==> src/rtl/arb_pkg.sv <==
// Shared definitions for the memory bus arbiter and its round-robin picker.
package arb_pkg;

  typedef logic [1:0] state_t;

  localparam state_t ST_IDLE = 2'd0;
  localparam state_t ST_BUSY = 2'd1;
  localparam state_t ST_DONE = 2'd2;

  localparam int REQ_FETCH  = 0;
  localparam int REQ_LDST   = 1;
  localparam int REQ_LOADER = 2;

  // Watchdog counter width; a disabled watchdog still gets a 1-bit counter.
  function automatic int cntWidth(input int timeout);
    return (timeout < 1) ? 1 : $clog2(timeout + 1);
  endfunction

endpackage

==> src/rtl/rr_picker.sv <==
// Round-robin picker: the search starts one past the last winner and wraps,
// so every active requester is served within N_REQ grants.
module rr_picker #(
  parameter int N_REQ = 3,
  parameter int IDX_W = $clog2(N_REQ)
) (
  input  logic [N_REQ-1:0] i_req,
  input  logic [IDX_W-1:0] i_ptr,
  output logic [N_REQ-1:0] o_gnt,
  output logic [IDX_W-1:0] o_idx
);

  logic             w_found;
  logic [IDX_W-1:0] w_cand;

  // Walk the requesters from ptr+1 round to ptr itself; the first hit wins.
  always_comb begin
    o_gnt   = '0;
    o_idx   = '0;
    w_found = 1'b0;
    w_cand  = '0;
    for (int off = 1; off <= N_REQ; off++) begin
      w_cand = IDX_W'((int'(i_ptr) + off) % N_REQ);
      if (!w_found && i_req[w_cand]) begin
        w_found       = 1'b1;
        o_gnt[w_cand] = 1'b1;
        o_idx         = w_cand;
      end
    end
  end

endmodule

==> src/rtl/mem_bus_arbiter.sv <==
// Memory bus arbiter: latches one requester's transaction onto the shared bus,
// waits for the memory strobe (or the watchdog), then reports completion.
module mem_bus_arbiter
  import arb_pkg::*;
#(
  parameter int N_REQ   = 3,
  parameter int ADDR_W  = 32,
  parameter int DATA_W  = 32,
  parameter int TIMEOUT = 255
) (
  input  logic                    i_clk,
  input  logic                    i_rst,
  input  logic [N_REQ-1:0]        i_req,
  input  logic [N_REQ-1:0]        i_we,
  input  logic [N_REQ*ADDR_W-1:0] i_addr,
  input  logic [N_REQ*DATA_W-1:0] i_wdata,
  output logic [N_REQ-1:0]        o_gnt,
  output logic [N_REQ-1:0]        o_dv,
  output logic [N_REQ-1:0]        o_err,
  output logic [DATA_W-1:0]       o_rdata,
  output logic                    o_bus_req,
  output logic                    o_bus_we,
  output logic [ADDR_W-1:0]       o_bus_addr,
  output logic [DATA_W-1:0]       o_bus_wdata,
  input  logic                    i_bus_DV,
  input  logic [DATA_W-1:0]       i_bus_rdata
);

  localparam int IDX_W = $clog2(N_REQ);
  localparam int CNT_W = cntWidth(TIMEOUT);
  // r_cnt counts BUSY cycles already spent without a strobe, so the cycle in
  // which it equals TIMEOUT-1 is the TIMEOUT-th BUSY cycle and the last one.
  localparam logic [CNT_W-1:0] CNT_LAST = CNT_W'((TIMEOUT == 0) ? 0 : TIMEOUT - 1);
  localparam logic [CNT_W-1:0] CNT_MAX  = CNT_W'(TIMEOUT);

  state_t             r_state;
  state_t             w_stateNext;
  logic [IDX_W-1:0]   r_ptr;
  logic [CNT_W-1:0]   r_cnt;
  logic [N_REQ-1:0]   r_gnt;
  logic [N_REQ-1:0]   r_dv;
  logic [N_REQ-1:0]   r_err;
  logic [DATA_W-1:0]  r_rdata;
  logic               r_busReq;
  logic               r_busWe;
  logic [ADDR_W-1:0]  r_busAddr;
  logic [DATA_W-1:0]  r_busWdata;

  logic [N_REQ-1:0]   w_pickGnt;
  logic [IDX_W-1:0]   w_pickIdx;
  logic               w_timeout;
  logic [IDX_W-1:0]   w_ptrNext;
  logic [CNT_W-1:0]   w_cntNext;
  logic [N_REQ-1:0]   w_gntNext;
  logic [N_REQ-1:0]   w_dvNext;
  logic [N_REQ-1:0]   w_errNext;
  logic [DATA_W-1:0]  w_rdataNext;
  logic               w_busReqNext;
  logic               w_busWeNext;
  logic [ADDR_W-1:0]  w_busAddrNext;
  logic [DATA_W-1:0]  w_busWdataNext;

  rr_picker #(
    .N_REQ (N_REQ),
    .IDX_W (IDX_W)
  ) u_picker (
    .i_req (i_req),
    .i_ptr (r_ptr),
    .o_gnt (w_pickGnt),
    .o_idx (w_pickIdx)
  );

  assign w_timeout = (TIMEOUT != 0) && (r_cnt == CNT_LAST);

  // State register; reset from any state abandons the transaction silently.
  always_ff @(posedge i_clk) begin
    if (i_rst) r_state <= ST_IDLE;
    else       r_state <= w_stateNext;
  end

  // Next state: a strobe beats a simultaneous watchdog expiry, DONE always returns to IDLE.
  always_comb begin
    w_stateNext = r_state;
    case (r_state)
      ST_IDLE: if (|i_req) w_stateNext = ST_BUSY;
      ST_BUSY: if (i_bus_DV || w_timeout) w_stateNext = ST_DONE;
      ST_DONE: w_stateNext = ST_IDLE;
      default: w_stateNext = ST_IDLE;
    endcase
  end

  // Next values of the registered outputs; bus fields only move when a grant is taken.
  always_comb begin
    w_ptrNext      = r_ptr;
    w_cntNext      = r_cnt;
    w_gntNext      = r_gnt;
    w_dvNext       = '0;
    w_errNext      = '0;
    w_rdataNext    = r_rdata;
    w_busReqNext   = r_busReq;
    w_busWeNext    = r_busWe;
    w_busAddrNext  = r_busAddr;
    w_busWdataNext = r_busWdata;
    case (r_state)
      ST_IDLE: begin
        w_gntNext = '0;
        if (|i_req) begin
          w_gntNext      = w_pickGnt;
          w_ptrNext      = w_pickIdx;
          w_cntNext      = '0;
          w_busReqNext   = 1'b1;
          w_busWeNext    = i_we[w_pickIdx];
          w_busAddrNext  = i_addr[int'(w_pickIdx)*ADDR_W +: ADDR_W];
          w_busWdataNext = i_wdata[int'(w_pickIdx)*DATA_W +: DATA_W];
        end
      end
      ST_BUSY: begin
        if (i_bus_DV) begin
          w_rdataNext  = i_bus_rdata;
          w_busReqNext = 1'b0;
          w_dvNext     = r_gnt;
        end else if (w_timeout) begin
          w_busReqNext = 1'b0;
          w_errNext    = r_gnt;
        end else begin
          w_cntNext = (r_cnt == CNT_MAX) ? r_cnt : r_cnt + 1'b1;
        end
      end
      ST_DONE: w_gntNext = '0;
      default: w_gntNext = '0;
    endcase
  end

  // Datapath and output registers; ptr resets to the last index so requester 0 wins first.
  always_ff @(posedge i_clk) begin
    if (i_rst) begin
      r_ptr      <= IDX_W'(N_REQ - 1);
      r_cnt      <= '0;
      r_gnt      <= '0;
      r_dv       <= '0;
      r_err      <= '0;
      r_rdata    <= '0;
      r_busReq   <= 1'b0;
      r_busWe    <= 1'b0;
      r_busAddr  <= '0;
      r_busWdata <= '0;
    end else begin
      r_ptr      <= w_ptrNext;
      r_cnt      <= w_cntNext;
      r_gnt      <= w_gntNext;
      r_dv       <= w_dvNext;
      r_err      <= w_errNext;
      r_rdata    <= w_rdataNext;
      r_busReq   <= w_busReqNext;
      r_busWe    <= w_busWeNext;
      r_busAddr  <= w_busAddrNext;
      r_busWdata <= w_busWdataNext;
    end
  end

  assign o_gnt       = r_gnt;
  assign o_dv        = r_dv;
  assign o_err       = r_err;
  assign o_rdata     = r_rdata;
  assign o_bus_req   = r_busReq;
  assign o_bus_we    = r_busWe;
  assign o_bus_addr  = r_busAddr;
  assign o_bus_wdata = r_busWdata;

endmodule
==> config.mk <==
export PLATFORM = sky130hd
export DESIGN_NAME = mem_bus_arbiter
export DESIGN_NICKNAME = d
export VERILOG_FILES = /design/src/rtl/arb_pkg.sv /design/src/rtl/rr_picker.sv /design/src/rtl/mem_bus_arbiter.sv
export SDC_FILE = /design/constraint.sdc
export NUM_CORES = 1
export LEC_CHECK = 0
export CAP_MARGIN = 5
export CORE_MARGIN = 3
export CORE_UTILIZATION = 30
export DETAILED_ROUTE_END_ITERATION = 7
export PLACE_DENSITY = 0.69
export SLEW_MARGIN = 20
export SYNTH_ARGS = -nofsm -noshare
export SYNTH_HDL_FRONTEND = slang
export SYNTH_SLANG_ARGS = --single-unit
export TNS_END_PERCENT = 10
==> constraint.sdc <==
create_clock -name i_clk -period 3.2 [get_ports i_clk]
set_input_delay 0.96 -clock i_clk [delete_from_list [all_inputs] [get_ports i_clk]]
set_output_delay 0.96 -clock i_clk [all_outputs]
set_load 0.005 [all_outputs]
==> impl_metrics.env <==
export IMPL_p_sw_share_pct=29.7
export IMPL_largest_stage_delay_worst_path_ns=0.48
export IMPL_critical_path_peak_fanout=20
export IMPL_synth_net_count=819
export IMPL_design_final_nets=1149
export IMPL_grt_overflow=0
export IMPL_post_cts_setup_buffers=0
export IMPL_final_period_utilization_pct=83.8
export IMPL_post_synth_cell_area_avg_um2=9.21
export IMPL_layout_overhead_on_the_synthesized_area_pct=80.3
export IMPL_postCtsHoldBufs=0
export IMPL_slowest_stage="sky130_fd_sc_hd__clkdlybuf4s50_1"
export IMPL_drive_above_1_share_pct=6.72
export IMPL_crit_reg2reg_capture="o_bus_wdata[5]"
export IMPL_drcViolationCount=0
export IMPL_post_cts_resized_instances=0
export IMPL_cts_tree="done"
export IMPL_crit_required_ns=3.49
export IMPL_syn_cell_area_um2=5340
export IMPL_clk_pwr_share_pct=36.3
export IMPL_power_share_combinational_pct=30.8
export IMPL_num_antenna_cells=0
export IMPL_std_cell_rows=48
export IMPL_outcome="complete, no violations"
export IMPL_ys_dominant_reg_cell="sky130_fd_sc_hd__dfxtp_1"
export IMPL_critPathLaunchType="input port"
export IMPL_final_setup_skew_ns=0.00495
export IMPL_cts_root_buffer="sky130_fd_sc_hd__clkbuf_16"
export IMPL_vias=5716
export IMPL_yosysWarningCount=0
export IMPL_cp_end_kind="register"
export IMPL_netlist_cell_type_count=43
export IMPL_final_hold_worst_slack_ns=0.453
export IMPL_chipWidth_um=139
export IMPL_skew_pair_late_insertion_delay_ns=0.41
export IMPL_ys_ff_latch=119
export IMPL_power_report_internal_total_mw=3.82
export IMPL_synth_sequential_area_ratio_pct=44.6
export IMPL_crit_buf_inv=3
export IMPL_io_pins=340
export IMPL_layout_min_cycle_time_ns=2.68
export IMPL_initial_utilization_pct=30.8
export IMPL_wl_per_cell_um=17.8
export IMPL_critical_path_top_delay_family="buffers and inverters"
export IMPL_rsz0062_at_grt="no"
export IMPL_grt_antenna_before_repair=0
export IMPL_reg2reg_slack_ns=0.67
export IMPL_cp_arrival_ns=2.97
export IMPL_path_depth=8
export IMPL_critPathCapture="o_bus_wdata[5]"
export IMPL_clock_sinks=119
export IMPL_post_synth_inst_count=580
export IMPL_floorplan_core_area_um2=17400
export IMPL_floorplan_die_area_um2=19400
export IMPL_htreeDepth=4
export IMPL_setup_crit_start="i_req[0]"
export IMPL_timing_hold_worst_class="reg2reg"
export IMPL_place_port_buffers=339
export IMPL_timing_worst_setup_path_type="in2reg"
export IMPL_power_density_cell_area_nw_per_um2=565
export IMPL_final_max_slew_violation_count=0
export IMPL_power_frac_seq_pct=33.0
export IMPL_finalHoldViolCount=0
export IMPL_worst_slew_margin_rel_pct=62.3
export IMPL_grt_total_usage_pct=20.1
export IMPL_net_switching_power_mw=1.61
export IMPL_worst_setup_hold_path_clk_slew_ns=0.06
export IMPL_irDropWorstVdd_v=0.000360
export IMPL_cts_path_max_buffers=2
export IMPL_die_height_um=139
export IMPL_routed_vias_inst=4.98
export IMPL_synth_edf_count=0
export IMPL_cts_buffers=17
export IMPL_cp_cell_sequence="clkdlybuf4s50_1 > mux2i_1 > or3b_1 > a31oi_4 > buf_12 > buf_12 > mux2i_1 > o21ai_1"
export IMPL_gp_congestion=0.826
export IMPL_grt_first_pass_wirelength_mm=31.1
export IMPL_worst_pin_slew_ns=0.561
export IMPL_wl_mm=20.5
export IMPL_drv_cap=0
export IMPL_reg2regPathDepth=8
export IMPL_remaining_number_of_nets_flagged_by_the_antenna_check_after_routing=0
export IMPL_async_reset_ff_share_pct=0
export IMPL_number_of_optimization_iterations_in_the_first_detailed_route_pass=7
export IMPL_vias_in_the_first_global_route=5765
export IMPL_detailedPlacementHpwl_mm=15.3
export IMPL_setup_viol=0
export IMPL_crit_reg2reg_launch="r_ptr[0]"
export IMPL_setup_tns_ns=0
export IMPL_fmaxAchievable_mhz=373
export IMPL_dr_first_iter_drc_count=244
export IMPL_pin_count_of_the_biggest_net_entering_global_routing=53
export IMPL_leakage_nw=3.41
-- worst register-to-register path: cells and delay by family (launching register included) --
family	cells	cell delay [ns]
flops	1	0.36
compound gates	2	0.37
simple gates	1	0.50
buf+inv	3	0.51
mux	1	0.23
fa+ha+maj	1	0.44
-- synthesized netlist by cell type, drive strengths merged, types with 2 or more instances --
| cell | number | area [um2] |
|---|---|---|
| dfxtp | 119 | 2380 |
| nand2 | 72 | 270 |
| o21ai | 70 | 350 |
| mux2i | 68 | 681 |
| a32oi | 64 | 561 |
| a21oi | 42 | 210 |
| clkbuf | 38 | 143 |
| nor2 | 21 | 78.8 |
| buf | 13 | 130 |
| inv | 7 | 26.3 |
| ha | 6 | 75.1 |
| xnor2 | 6 | 52.6 |
| nor3 | 5 | 25.0 |
| nor3b | 5 | 37.5 |
| a211oi | 4 | 35.0 |
| and2 | 4 | 25.0 |
| nand2b | 4 | 25.0 |
| nand3 | 4 | 20.0 |
| nand4 | 4 | 25.0 |
| a31oi | 3 | 33.8 |
| nor2b | 3 | 18.8 |
| nand3b | 2 | 15.0 |
| nor4 | 2 | 12.5 |
| or3 | 2 | 12.5 |
-- cells in the final DEF (no fill, tap or decap), drive strengths merged, types with 5 or more instances in the layout --
cell type,synthesis,routed
buf,13,24
nor3,5,5
o21ai,70,70
nor3b,5,5
mux2i,68,68
a21oi,42,42
clkdlybuf4s50,0,338
dfxtp,119,119
nor2,21,21
nand2,72,72
ha,6,6
clkbuf,38,17
a32oi,64,64
xnor2,6,6
inv,7,15
-- per-layer routing --
layer | share of wire, % | up-vias | wire [um] | global-route usage [%]
met3 | 8.5 | 24 | 1750 | 7.42
met4 | 2.0 | 0 | 411 | 5.87
met2 | 50 | 240 | 10300 | 35.4
met5 | 0 | - | 0 | 0
met1 | 39 | 2636 | 8000 | 22.8
li1 | - | 2816 | - | -
-- stage by stage --
stage	cells	power [mW]	util [%]	setup WS [ns]	cell area [um2]
2_1_floorplan	580	2.58	-	0.858	5340
3_3_place_gp	1116	3.49	52.0	0.141	9020
3_5_place_dp	1116	3.51	52.0	0.0972	9020
4_1_cts	1148	5.50	55.5	0.529	9630
5_1_grt	1148	5.69	55.5	0.450	9630
6_report	1148	5.44	55.5	0.518	9630
-- how the worst min path moves through the flow --
stage                 from          end  cells after the start
6_report       o_rdata[21]  o_rdata[21]                      2
2_1_floorplan   o_rdata[0]   o_rdata[0]                      2
5_1_grt         o_rdata[1]   o_rdata[1]                      2
3_5_place_dp    o_rdata[5]   o_rdata[5]                      2
3_3_place_gp    o_rdata[1]   o_rdata[1]                      2
4_1_cts         o_rdata[5]   o_rdata[5]                      2
-- power groups by stage --
stage,Clock [mW],Sequential [mW],Combinational (mW)
after floorplan,0,1.83,0.753
after global placement,0,1.82,1.68
after detailed placement,0,1.82,1.69
after CTS,2.02,1.79,1.69
after global routing,2.08,1.82,1.80
final,1.97,1.79,1.67
-- state kept, by name, indices dropped and copies added, names as in the netlist --
signal and cells:
o_bus_wdata 32, o_bus_req 1, r_cnt 8, o_dv 3
r_state 2, o_gnt 3, o_rdata 32, o_bus_we 1
o_bus_addr 32, o_err 3, r_ptr 2
-- logic make-up after synthesis --
group / share of synthesized area (%)
buffers and inverters: 5.60
AO/OA/AOI/OAI: 23.4
AND/OR/NAND/NOR: 11.2
adder cells (fa/ha/maj): 1.41
multiplexers: 12.7
XOR/XNOR: 0.984
flip-flops: 44.6
-- layout make-up --
| class | count | area [um2] |
|---|---|---|
| Clock buffer | 17 | 425 |
| Clock inverter | 15 | 185 |
| Fill cell | 1579 | 7730 |
| Inverter | 7 | 26.3 |
| Multi-Input combinational cell | 403 | 2680 |
| Sequential cell | 119 | 2380 |
| Tap cell | 225 | 282 |
| Timing Repair Buffer | 362 | 3650 |
Power figures use the tool's default switching activity.
